## config.mk

```make
export PLATFORM = sky130hd
export DESIGN_NAME = priority_rotation_ctrl
export DESIGN_NICKNAME = d
export VERILOG_FILES = /design/src/rtl/priority_rotation_ctrl.sv
export SDC_FILE = /design/constraint.sdc
export NUM_CORES = 1
export LEC_CHECK = 0
export CORE_ASPECT_RATIO = 0.9
export CORE_MARGIN = 1
export CORE_UTILIZATION = 49
export DETAILED_ROUTE_END_ITERATION = 10
export PLACE_DENSITY = 0.85
export SLEW_MARGIN = 5
export SYNTH_ARGS = -nofsm -noshare
export SYNTH_HDL_FRONTEND = slang
export SYNTH_SLANG_ARGS = --single-unit
```

## constraint.sdc

```tcl
create_clock -name clk -period 4.7 [get_ports clk]
set_input_delay 0.705 -clock clk [delete_from_list [all_inputs] [get_ports clk]]
set_output_delay 0.705 -clock clk [all_outputs]
set_load 0.03 [all_outputs]
```

## src/rtl/priority_rotation_ctrl.sv

```systemverilog
// 8259 priority/in-service controller: ISR, rotating lowest-priority pointer, INTA and OCW2 handling.
// int_req registered (1-cycle lag); all other state updates on the edge after the triggering strobe.
module priority_rotation_ctrl (
    input  logic       clk,
    input  logic       reset,
    input  logic [7:0] irr_in,
    input  logic       aeoi,
    input  logic       inta_first,
    input  logic       inta_last,
    input  logic       ocw2_valid,
    input  logic [2:0] ocw2_cmd,
    input  logic [2:0] ocw2_level,
    output logic       int_req,
    output logic [7:0] isr,
    output logic [2:0] ack_level,
    output logic       spurious,
    output logic [2:0] rotate_amount
);

    logic [7:0] isr_q, isr_d;
    logic [2:0] lowest_q, lowest_d;
    logic [2:0] ack_q, ack_d;
    logic       int_req_q, int_req_d;
    logic       spur_q, spur_d;
    logic       rot_aeoi_q, rot_aeoi_d;

    // Returns {found, level}; scans from lowest priority up so the highest-priority hit is written last.
    function automatic logic [3:0] pick_top(input logic [7:0] vec, input logic [2:0] low);
        logic [3:0] r;
        logic [2:0] lvl;
        r = 4'b0;
        for (int k = 8; k >= 1; k--) begin
            lvl = low + 3'(k);
            if (vec[lvl]) r = {1'b1, lvl};
        end
        return r;
    endfunction

    logic [3:0] win, top;
    logic [2:0] win_rank, top_rank;
    logic [2:0] eff_ack;
    logic       eff_spur;
    logic       ocw_rot;

    always_comb begin
        win        = pick_top(irr_in, lowest_q);
        top        = pick_top(isr_q, lowest_q);
        win_rank   = win[2:0] - lowest_q - 3'd1;
        top_rank   = top[2:0] - lowest_q - 3'd1;

        int_req_d  = win[3] && ((isr_q == 8'h00) || (win_rank < top_rank));
        isr_d      = isr_q;
        lowest_d   = lowest_q;
        rot_aeoi_d = rot_aeoi_q;
        ack_d      = ack_q;
        spur_d     = spur_q;
        ocw_rot    = 1'b0;

        if (ocw2_valid) begin
            unique case (ocw2_cmd)
                3'b001: if (top[3]) isr_d[top[2:0]] = 1'b0;
                3'b011: isr_d[ocw2_level] = 1'b0;
                3'b101: if (top[3]) begin
                    isr_d[top[2:0]] = 1'b0;
                    lowest_d        = top[2:0];
                    ocw_rot         = 1'b1;
                end
                3'b111: begin
                    isr_d[ocw2_level] = 1'b0;
                    lowest_d          = ocw2_level;
                    ocw_rot           = 1'b1;
                end
                3'b110: begin
                    lowest_d = ocw2_level;
                    ocw_rot  = 1'b1;
                end
                3'b100:  rot_aeoi_d = 1'b1;
                3'b000:  rot_aeoi_d = 1'b0;
                default: ;
            endcase
        end

        // Set follows the OCW2 clear so a same-bit collision leaves the bit set.
        if (inta_first) begin
            if (win[3]) begin
                isr_d[win[2:0]] = 1'b1;
                ack_d           = win[2:0];
                spur_d          = 1'b0;
            end else begin
                ack_d  = 3'd7;
                spur_d = 1'b1;
            end
        end

        // A combined first/last acknowledge sees this cycle's ack result.
        eff_ack  = ack_d;
        eff_spur = spur_d;
        if (inta_last && aeoi && !eff_spur) begin
            isr_d[eff_ack] = 1'b0;
            if (rot_aeoi_q && !ocw_rot) lowest_d = eff_ack;
        end
    end

    always_ff @(posedge clk or posedge reset) begin
        if (reset) begin
            isr_q      <= 8'h00;
            lowest_q   <= 3'd7;
            ack_q      <= 3'd7;
            int_req_q  <= 1'b0;
            spur_q     <= 1'b0;
            rot_aeoi_q <= 1'b0;
        end else begin
            isr_q      <= isr_d;
            lowest_q   <= lowest_d;
            ack_q      <= ack_d;
            int_req_q  <= int_req_d;
            spur_q     <= spur_d;
            rot_aeoi_q <= rot_aeoi_d;
        end
    end

    assign int_req       = int_req_q;
    assign isr           = isr_q;
    assign ack_level     = ack_q;
    assign spurious      = spur_q;
    assign rotate_amount = lowest_q;

endmodule
```

==> results.md, run 1 <==
- The number of buffers inserted for hold repair after clock tree synthesis is 0.
- The pin count of the biggest net entering global routing is 33.
- The clock tree from TritonCTS is done.
- CTS built an H-tree with a depth of 1.
- In this run the core area contains 26 standard-cell rows.
- Summing every instance area after synthesis gives 2890 um2.
- The per-instance average area after synthesis is approximately 9.2 um2.
- The slew at the pin with the worst max-slew slack is 717 ps.
- Of all cell types, the one taking the most synthesized area is sky130_fd_sc_hd__mux4_2.
- The number of warnings reported in the yosys synthesis log is 0.
- The first-pass GRT wire length is 13.2 mm.
- Setup violations remaining at the end of the flow were counted as 0.
- The overall global routing resource usage is 26.6%.
- The required time of the critical path is 4850 ps.
- The leading cell type by number of instances after synthesis is sky130_fd_sc_hd__nand2_1.
- From synthesis to final layout, the design area changed by 14.9%.
- The final antenna-violating net count is 0.
- The antenna diode instance count is 0.
- The post-synthesis share of cell area spent on full adders, half adders and majority gates is 3.99%.
- Clock-pin slew was measured on the worst setup and hold paths at approximately 70 ps.
- After layout, the worst path uses 90.7% of the clock period.
- After clock tree synthesis, the setup repair step added 0 buffers.
- Setup repair after global routing left no endpoint under its margin.
- When the netlist entered floorplanning its net count stood at 341.
- The number of buffer and inverter instances along the worst setup path is 4.
- The net total in the final layout is 371.
- The number of pins exceeding their max-slew limit in the final report is 0.
- The number of hold-slack violations in the final timing report was 0.
- The routed layout has 2888 vias.
- The cell that appears most often on the critical path is sky130_fd_sc_hd__ha_1.
- For this run, the slowest stage of the critical path takes 530 ps.
- Summing the areas of all and, or, nand and nor instances in the mapped netlist gives 14.9% of the synthesized area.
- The critical path goes through inv_1, ha_1, buf_4, mux4_1, mux2i_2, o311ai_1, a21boi_1, mux2_4, inv_2, ha_1, inv_1, fa_1, xor2_1, xnor2_1, ha_1, a21oi_1, o21a_1.
- The time the worst path needs with I/O delays and setup is ~4300 ps.
- The floorplan die width is a little over 80 um.
- The share of cells above drive strength 1 is 18.1%.
- For this block, the routed nets add up to 8.07 mm of wire.
- The detail-routed net length per standard cell is 19.6 um.
- STA classifies the critical path startpoint as a flop.
- Counting instances, the worst hold path has a depth of 1.
- Summing the areas of all compound-gate instances in the mapped netlist gives 27.7% of the synthesized area.
- The start-to-end type of the worst setup path is reg -> reg.
- The master of the slowest instance on the critical path is sky130_fd_sc_hd__dfstp_2.
- The total CTS buffers is 3.
- The clock net sink count is 17.
- The commonest cells after synthesis are sky130_fd_sc_hd__nand2_1, sky130_fd_sc_hd__nor2_1, sky130_fd_sc_hd__inv_1.
- The worst setup path is captured at a flop.
- By area the synthesized netlist is led by sky130_fd_sc_hd__mux4_2, sky130_fd_sc_hd__dfrtp_1, sky130_fd_sc_hd__mux4_1.
- The share of Yosys cell area claimed by the top area cell type is between 10% and 20%.
- The setup total negative slack is 0 ps.
- The number of antenna violations at the first check in global routing is 0.
- The synthesized design contains 0 enable-type register cells.
- For this run, the detailed router's first-pass iteration total came to 5.
- The congestion estimate from routability-driven global placement came to ~0.94.
- The number of max-cap violations is 0.
- Using the TritonRoute via totals, the vias-per-cell ratio works out to 7.01.
- The total die area is 6200 um2.
- The core region is 5690 um2.
- The data arrival at the endpoint of the critical path is 4420 ps.
- The I/O pin total is 36.
- On the final layout, the worst clock skew is between 0.8 and 0.9 ps.
- The number of global-route vias before repair is 2674.
- The die extent in y is 74.8 um.
- The number of DRC violations after detailed-routing iteration 0 is approximately 430.
- Of the synthesized area, sequential elements account for 15.0%.
- The count of input and output buffers is 35.
- The remaining global-route overflow is 0.
- The worst-path maximum fanout is 16.
- The root buffer cell chosen for the clock tree is sky130_fd_sc_hd__clkbuf_8.
- Synthesis produced 313 cells.
- The distinct cell type count of the synthesized netlist is 71.
- The most instantiated flip-flop cell in the synthesis netlist is sky130_fd_sc_hd__dfrtp_1.
- The upper clock frequency limit is 235 MHz.
- The post-synthesis mux area share is 29.1%.
- The run finished with clean final reports.
- In the routed design, unresolved DRC markers number 0.
- The length in cells of the worst reg-to-reg path is 17.
- At the later pin of the worst-skew pair, clock insertion delay measures 260 ps.
- The number of buffers between clock root and the deepest sink is 2.
- Headroom to the max-slew limit came out at between 50% and 60%.
- Post-CTS repair changed the size of 0 cells.
- The synthesized netlist devotes 2.99% of its cell area to XOR and XNOR gates.
- By area, the combinational part of the netlist is dominated by multiplexers.
- The initial core utilization is around half.
- The class of the worst hold path is reg -> reg.
- The cell family contributing the most delay on the critical path is adder cells.
- Detailed placement ended at an HPWL of 6.02 mm.
- In the synthesized netlist the async set-or-reset flop fraction comes to 100%.
- The path length in cells of the critical path is 17.
- The number of flip-flops and latches in the synthesized netlist is 17.
==> path summary, 6_finish.rpt <==
| kind | startpoint | to | slack [ps] |
|---|---|---|---|
| max | rotate_amount[0]$_DFF_PP1_ | int_req$_DFF_PP0_ | 440 |
| min reg2reg | rot_aeoi_q$_DFFE_PP0P_ | rot_aeoi_q$_DFFE_PP0P_ | 500 |
| max in group asynchronous | reset | isr[5]$_DFF_PP0_ | 3480 |
| max reg2reg | rotate_amount[0]$_DFF_PP1_ | int_req$_DFF_PP0_ | 440 |
| min in group asynchronous | reset | isr[2]$_DFF_PP0_ | 820 |
| min | rot_aeoi_q$_DFFE_PP0P_ | rot_aeoi_q$_DFFE_PP0P_ | 500 |
==> metal layers <==
layer / track usage, % / wire (um) / vias up
met5: 0 / 0 / -
met2: 44.9 / 3750 / 164
li1: - / - / 1316
met3: 2.08 / 552 / 31
met1: 35.5 / 3490 / 1377
met4: 13.2 / 279 / 0
==> final cells by class <==
type | count | area, um2
Timing Repair Buffer | 41 | 395
Sequential cell | 17 | 433
Clock buffer | 3 | 41.3
Fill cell | 464 | 2370
Tap cell | 70 | 87.6
Multi-Input combinational cell | 259 | 2280
Clock inverter | 1 | 5.00
Inverter | 21 | 78.8
==> flip-flops by register name (all words and copies together) (netlist names) <==
name           flops
isr                8
ack_level          3
rotate_amount      3
int_req            1
rot_aeoi_q         1
spurious           1
==> cell usage in the layout, fill, tap and decap left out, types with 4 or more instances in the layout <==
| master | n |
|---|---|
| sky130_fd_sc_hd__clkdlybuf4s50_1 | 35 |
| sky130_fd_sc_hd__nand2_1 | 23 |
| sky130_fd_sc_hd__nor2_1 | 19 |
| sky130_fd_sc_hd__inv_1 | 16 |
| sky130_fd_sc_hd__mux2_2 | 15 |
| sky130_fd_sc_hd__mux2i_1 | 15 |
| sky130_fd_sc_hd__a21oi_1 | 15 |
| sky130_fd_sc_hd__mux4_2 | 14 |
| sky130_fd_sc_hd__o21ai_0 | 14 |
| sky130_fd_sc_hd__dfrtp_1 | 11 |
| sky130_fd_sc_hd__nand3_1 | 8 |
| sky130_fd_sc_hd__mux4_1 | 7 |
| sky130_fd_sc_hd__a32oi_1 | 6 |
| sky130_fd_sc_hd__ha_1 | 6 |
| sky130_fd_sc_hd__dfstp_2 | 6 |
| sky130_fd_sc_hd__buf_4 | 6 |
| sky130_fd_sc_hd__xnor2_1 | 5 |
| sky130_fd_sc_hd__and2_1 | 5 |
| sky130_fd_sc_hd__a22oi_1 | 5 |
| sky130_fd_sc_hd__inv_2 | 5 |
| sky130_fd_sc_hd__nand2b_1 | 5 |
| sky130_fd_sc_hd__o31ai_1 | 4 |
| sky130_fd_sc_hd__nor4_1 | 4 |
| sky130_fd_sc_hd__a21boi_0 | 4 |
| sky130_fd_sc_hd__o41ai_1 | 4 |
| sky130_fd_sc_hd__o311ai_1 | 4 |
==> per-stage QoR <==
stage	worst slack, ps	hold WS (ps)	std cells	instance area [um2]	util [%]
floorplan	17.0	471	313	2910	-
global placement	551	488	408	3270	57.5
detailed placement	421	485	408	3270	57.5
CTS	467	501	412	3320	58.3
global route	192	506	412	3320	58.3
finish	439	499	412	3320	58.3
==> logic make-up after synthesis <==
kind of cell,after synthesis
xor gates and xnor gates,9
buffers and inverters,37
AOI/OAI and AO/OA,105
muxes,53
and+or+nand+nor,84
adders and majority gates,8
DFF,17
Power of run 1 is left out: the tool's default activity adds up to more than one toggle a clock period on the data nets, which glitch-free logic cannot reach.
==> run 2: changes to the inputs <==
--- a/config.mk
+++ b/config.mk
@@ -5,11 +5,13 @@
 export SDC_FILE = /design/constraint.sdc
 export NUM_CORES = 1
 export LEC_CHECK = 0
+export CELL_PAD_IN_SITES_DETAIL_PLACEMENT = 1
+export CELL_PAD_IN_SITES_GLOBAL_PLACEMENT = 2
 export CORE_ASPECT_RATIO = 0.9
 export CORE_MARGIN = 1
-export CORE_UTILIZATION = 49
+export CORE_UTILIZATION = 32
 export DETAILED_ROUTE_END_ITERATION = 10
-export PLACE_DENSITY = 0.85
+export PLACE_DENSITY = 0.88
 export SLEW_MARGIN = 5
 export SYNTH_ARGS = -nofsm -noshare
 export SYNTH_HDL_FRONTEND = slang
==> results.md, run 2 (synthesized netlist as in run 1, its figures left out) <==
- The run finished with clean final reports.
- The total CTS buffers is 3.
- Of the cells placed in the final design, the portion with a size suffix greater than 1 is 18.3%.
- The number of buffer and inverter instances along the worst setup path is 3.
- The library cells used most frequently in the layout, excluding fill and tap cells, are sky130_fd_sc_hd__clkdlybuf4s50_1, sky130_fd_sc_hd__nand2_1, sky130_fd_sc_hd__nor2_1.
- The number of setup violations in the final report is 0.
- The largest single stage delay on the critical path is about 640 ps.
- The slew at the pin with the worst max-slew slack is ~770 ps.
- The congestion estimate from routability-driven global placement came to between 0.8 and 0.9.
- The clock drives 17 sinks.
- The number of fill cells is 1039.
- The number of buffers between clock root and the deepest sink is 2.
- The clock latency on the worst-skew pair is 250 ps.
- The count of input and output buffers is 35.
- The setup total negative slack is 0 ps.
- The category of the worst setup path launch point is a flop.
- 36 I/O pins were placed.
- The upper clock frequency limit is 227 MHz.
- The class of the worst hold path is reg -> reg.
- Wire segments on met3 add up to 388 um in the final route.
- For this run, the total global-route usage over all layers was measured as ~22%.
- The number of DRC violations after detailed-routing iteration 0 is 280.
- The wire length after detailed routing is 9.71 mm.
- The critical path is of the reg -> reg type.
- The largest individual stage delay along the critical path comes from the cell sky130_fd_sc_hd__mux4_2.
- Detailed placement finished with a half-perimeter wire length of 7.45 mm.
- Wire segments on met2 add up to around 4.7 mm in the final route.
- The number of detailed-route iterations in the first pass is 4.
- The kind of cell with the highest combined delay on the critical path is adder cells.
- The cell occurring most often along the worst timing path is sky130_fd_sc_hd__ha_1.
- After detailed routing, no signal wire sits above met4.
- In the final routing, the length of wire on met1 measures about 4.5 mm.
- The worst pin sits at a relative slew slack of around half.
- The net total in the final layout is roughly 370.
- The DRC violation count after routing is 0.
- After clock tree synthesis, the repair step resized 0 gates.
- The worst register-to-register path has a depth of 16.
- The number of antenna violations at the first check in global routing is 0.
- The final antenna-violating net count is 0.
- Counting instances, the worst hold path has a depth of 1.
- The pin count of the biggest net entering global routing is 33.
- The worst path uses 93.6% of the clock period.
- Setup repair after global routing left no endpoint under its margin.
- The startpoint of the worst register-to-register path is rotate_amount[0]$_DFF_PP1_.
- TritonCTS built the clock tree.
- For the worst setup path, the data arrival time is 4550 ps.
- The floorplan step set the die width to 102 um.
- In the final layout, the multi-input gates occupy 2280 um2.
- The register with the most flip-flops in the layout has 8 of them.
- The routed layout has 2843 vias.
- Across the whole layout, storage elements account for 433 um2.
- The number of hold-slack violations in the final timing report is 0.
- The number of pins exceeding their max-slew limit in the final report is 0.
- The total die area is approximately 9400 um2.
- The number of setup buffers added after CTS is 0.
- The core region is ~8600 um2.
- The number of global-route vias before repair is 2926.
- The cell sitting at the root of the clock tree is a sky130_fd_sc_hd__clkbuf_8.
- The clock-pin slew reported for the worst setup and hold paths after clock tree synthesis is 70 ps.
- The number of antenna diodes in the final layout is 0.
- After detailed routing, the number of vias per cell comes to roughly 6.1.
- The time the worst path needs with I/O delays and setup is about 4400 ps.
- The total number of placement rows is 32.
- The library cell used most frequently in the layout, excluding fill and tap cells, is sky130_fd_sc_hd__clkdlybuf4s50_1.
- The critical path crosses 16 cells after its start point.
- The required time of the critical path is around 4900 ps.
- Dividing the detail-routed wire length by the instance count gives 21.0 um.
- The remaining global-route overflow is 0.
- Relative to the synthesized area, the layout overhead comes to 17.5%.
- The first-pass GRT wire length is 15.8 mm.
- The die is 92.1 um tall.
- The beginning of the worst hold path is rot_aeoi_q$_DFFE_PP0P_.
- Once the floorplan was initialized, standard cells occupied 33.4% of the core.
- The capturing element type of the critical path is a flop.
- In this run the number of H-tree levels came out at 1.
- The number of max-cap violations is 0.
- The number of buffers inserted for hold repair after clock tree synthesis is 0.
- Along the worst path, the maximum fanout reaches 7.
- The critical path goes through inv_1, ha_1, mux4_2, mux2i_2, o311ai_1, a21boi_1, mux2_4, inv_2, ha_1, inv_1, fa_1, xor2_1, xnor2_1, ha_1, a21oi_1, o21a_1.
- Between clock sinks in the finished design, the worst skew comes to 2.70 ps.
- The origin of the worst setup path is rotate_amount[0]$_DFF_PP1_.
## run 2: cell types whose count changed in the layout (fill, tap and decap cells not counted), sizes merged
cell	before	now
buf	6	8
clkbuf	3	4
clkinv	1	0
## run 2: per-layer routing
metal  GRT usage (%)  vias to the layer above
met5               0                        -
met4            5.71                        0
met3            1.83                       13
met2            35.2                       76
met1            30.2                     1439
li1                -                     1315
## run 2: area by class of cell
type | instances | area share [%]
clock buffers | 4 | 1.33
flip-flops and latches | 17 | 12.8
well taps | 119 | 4.39
repair buffers | 43 | 12.1
multi-input cells | 259 | 67.1
inverters | 21 | 2.32
## run 2: through the flow
step	hold slack (ps)	instance area (um2)	setup slack, ps	utilization, %	cells
3_5_place_dp	487	3350	332	38.7	459
2_1_floorplan	471	2910	17.0	-	313
4_1_cts	503	3390	305	39.3	463
6_report	503	3390	299	39.3	463
3_3_place_gp	485	3350	423	38.7	459
5_1_grt	552	3390	24.3	39.3	463
## run 2: path summary, 6_finish.rpt
path | slack, ps | end
min in group asynchronous | 850 | int_req$_DFF_PP0_
min | 500 | rot_aeoi_q$_DFFE_PP0P_
min reg2reg | 500 | rot_aeoi_q$_DFFE_PP0P_
max | 300 | int_req$_DFF_PP0_
max in group asynchronous | 3420 | isr[1]$_DFF_PP0_
max reg2reg | 300 | int_req$_DFF_PP0_
## run 2: worst reg2reg max path: cells and delay by family (launching register included)
family	cells	cell delay (ps)
XOR/XNOR	2	310
adder cells (fa/ha/maj)	4	1330
flip-flops	1	530
multiplexers	3	1300
AO/OA/AOI/OAI	4	570
buffers and inverters	3	270
Power of run 2 is left out for the same reason.
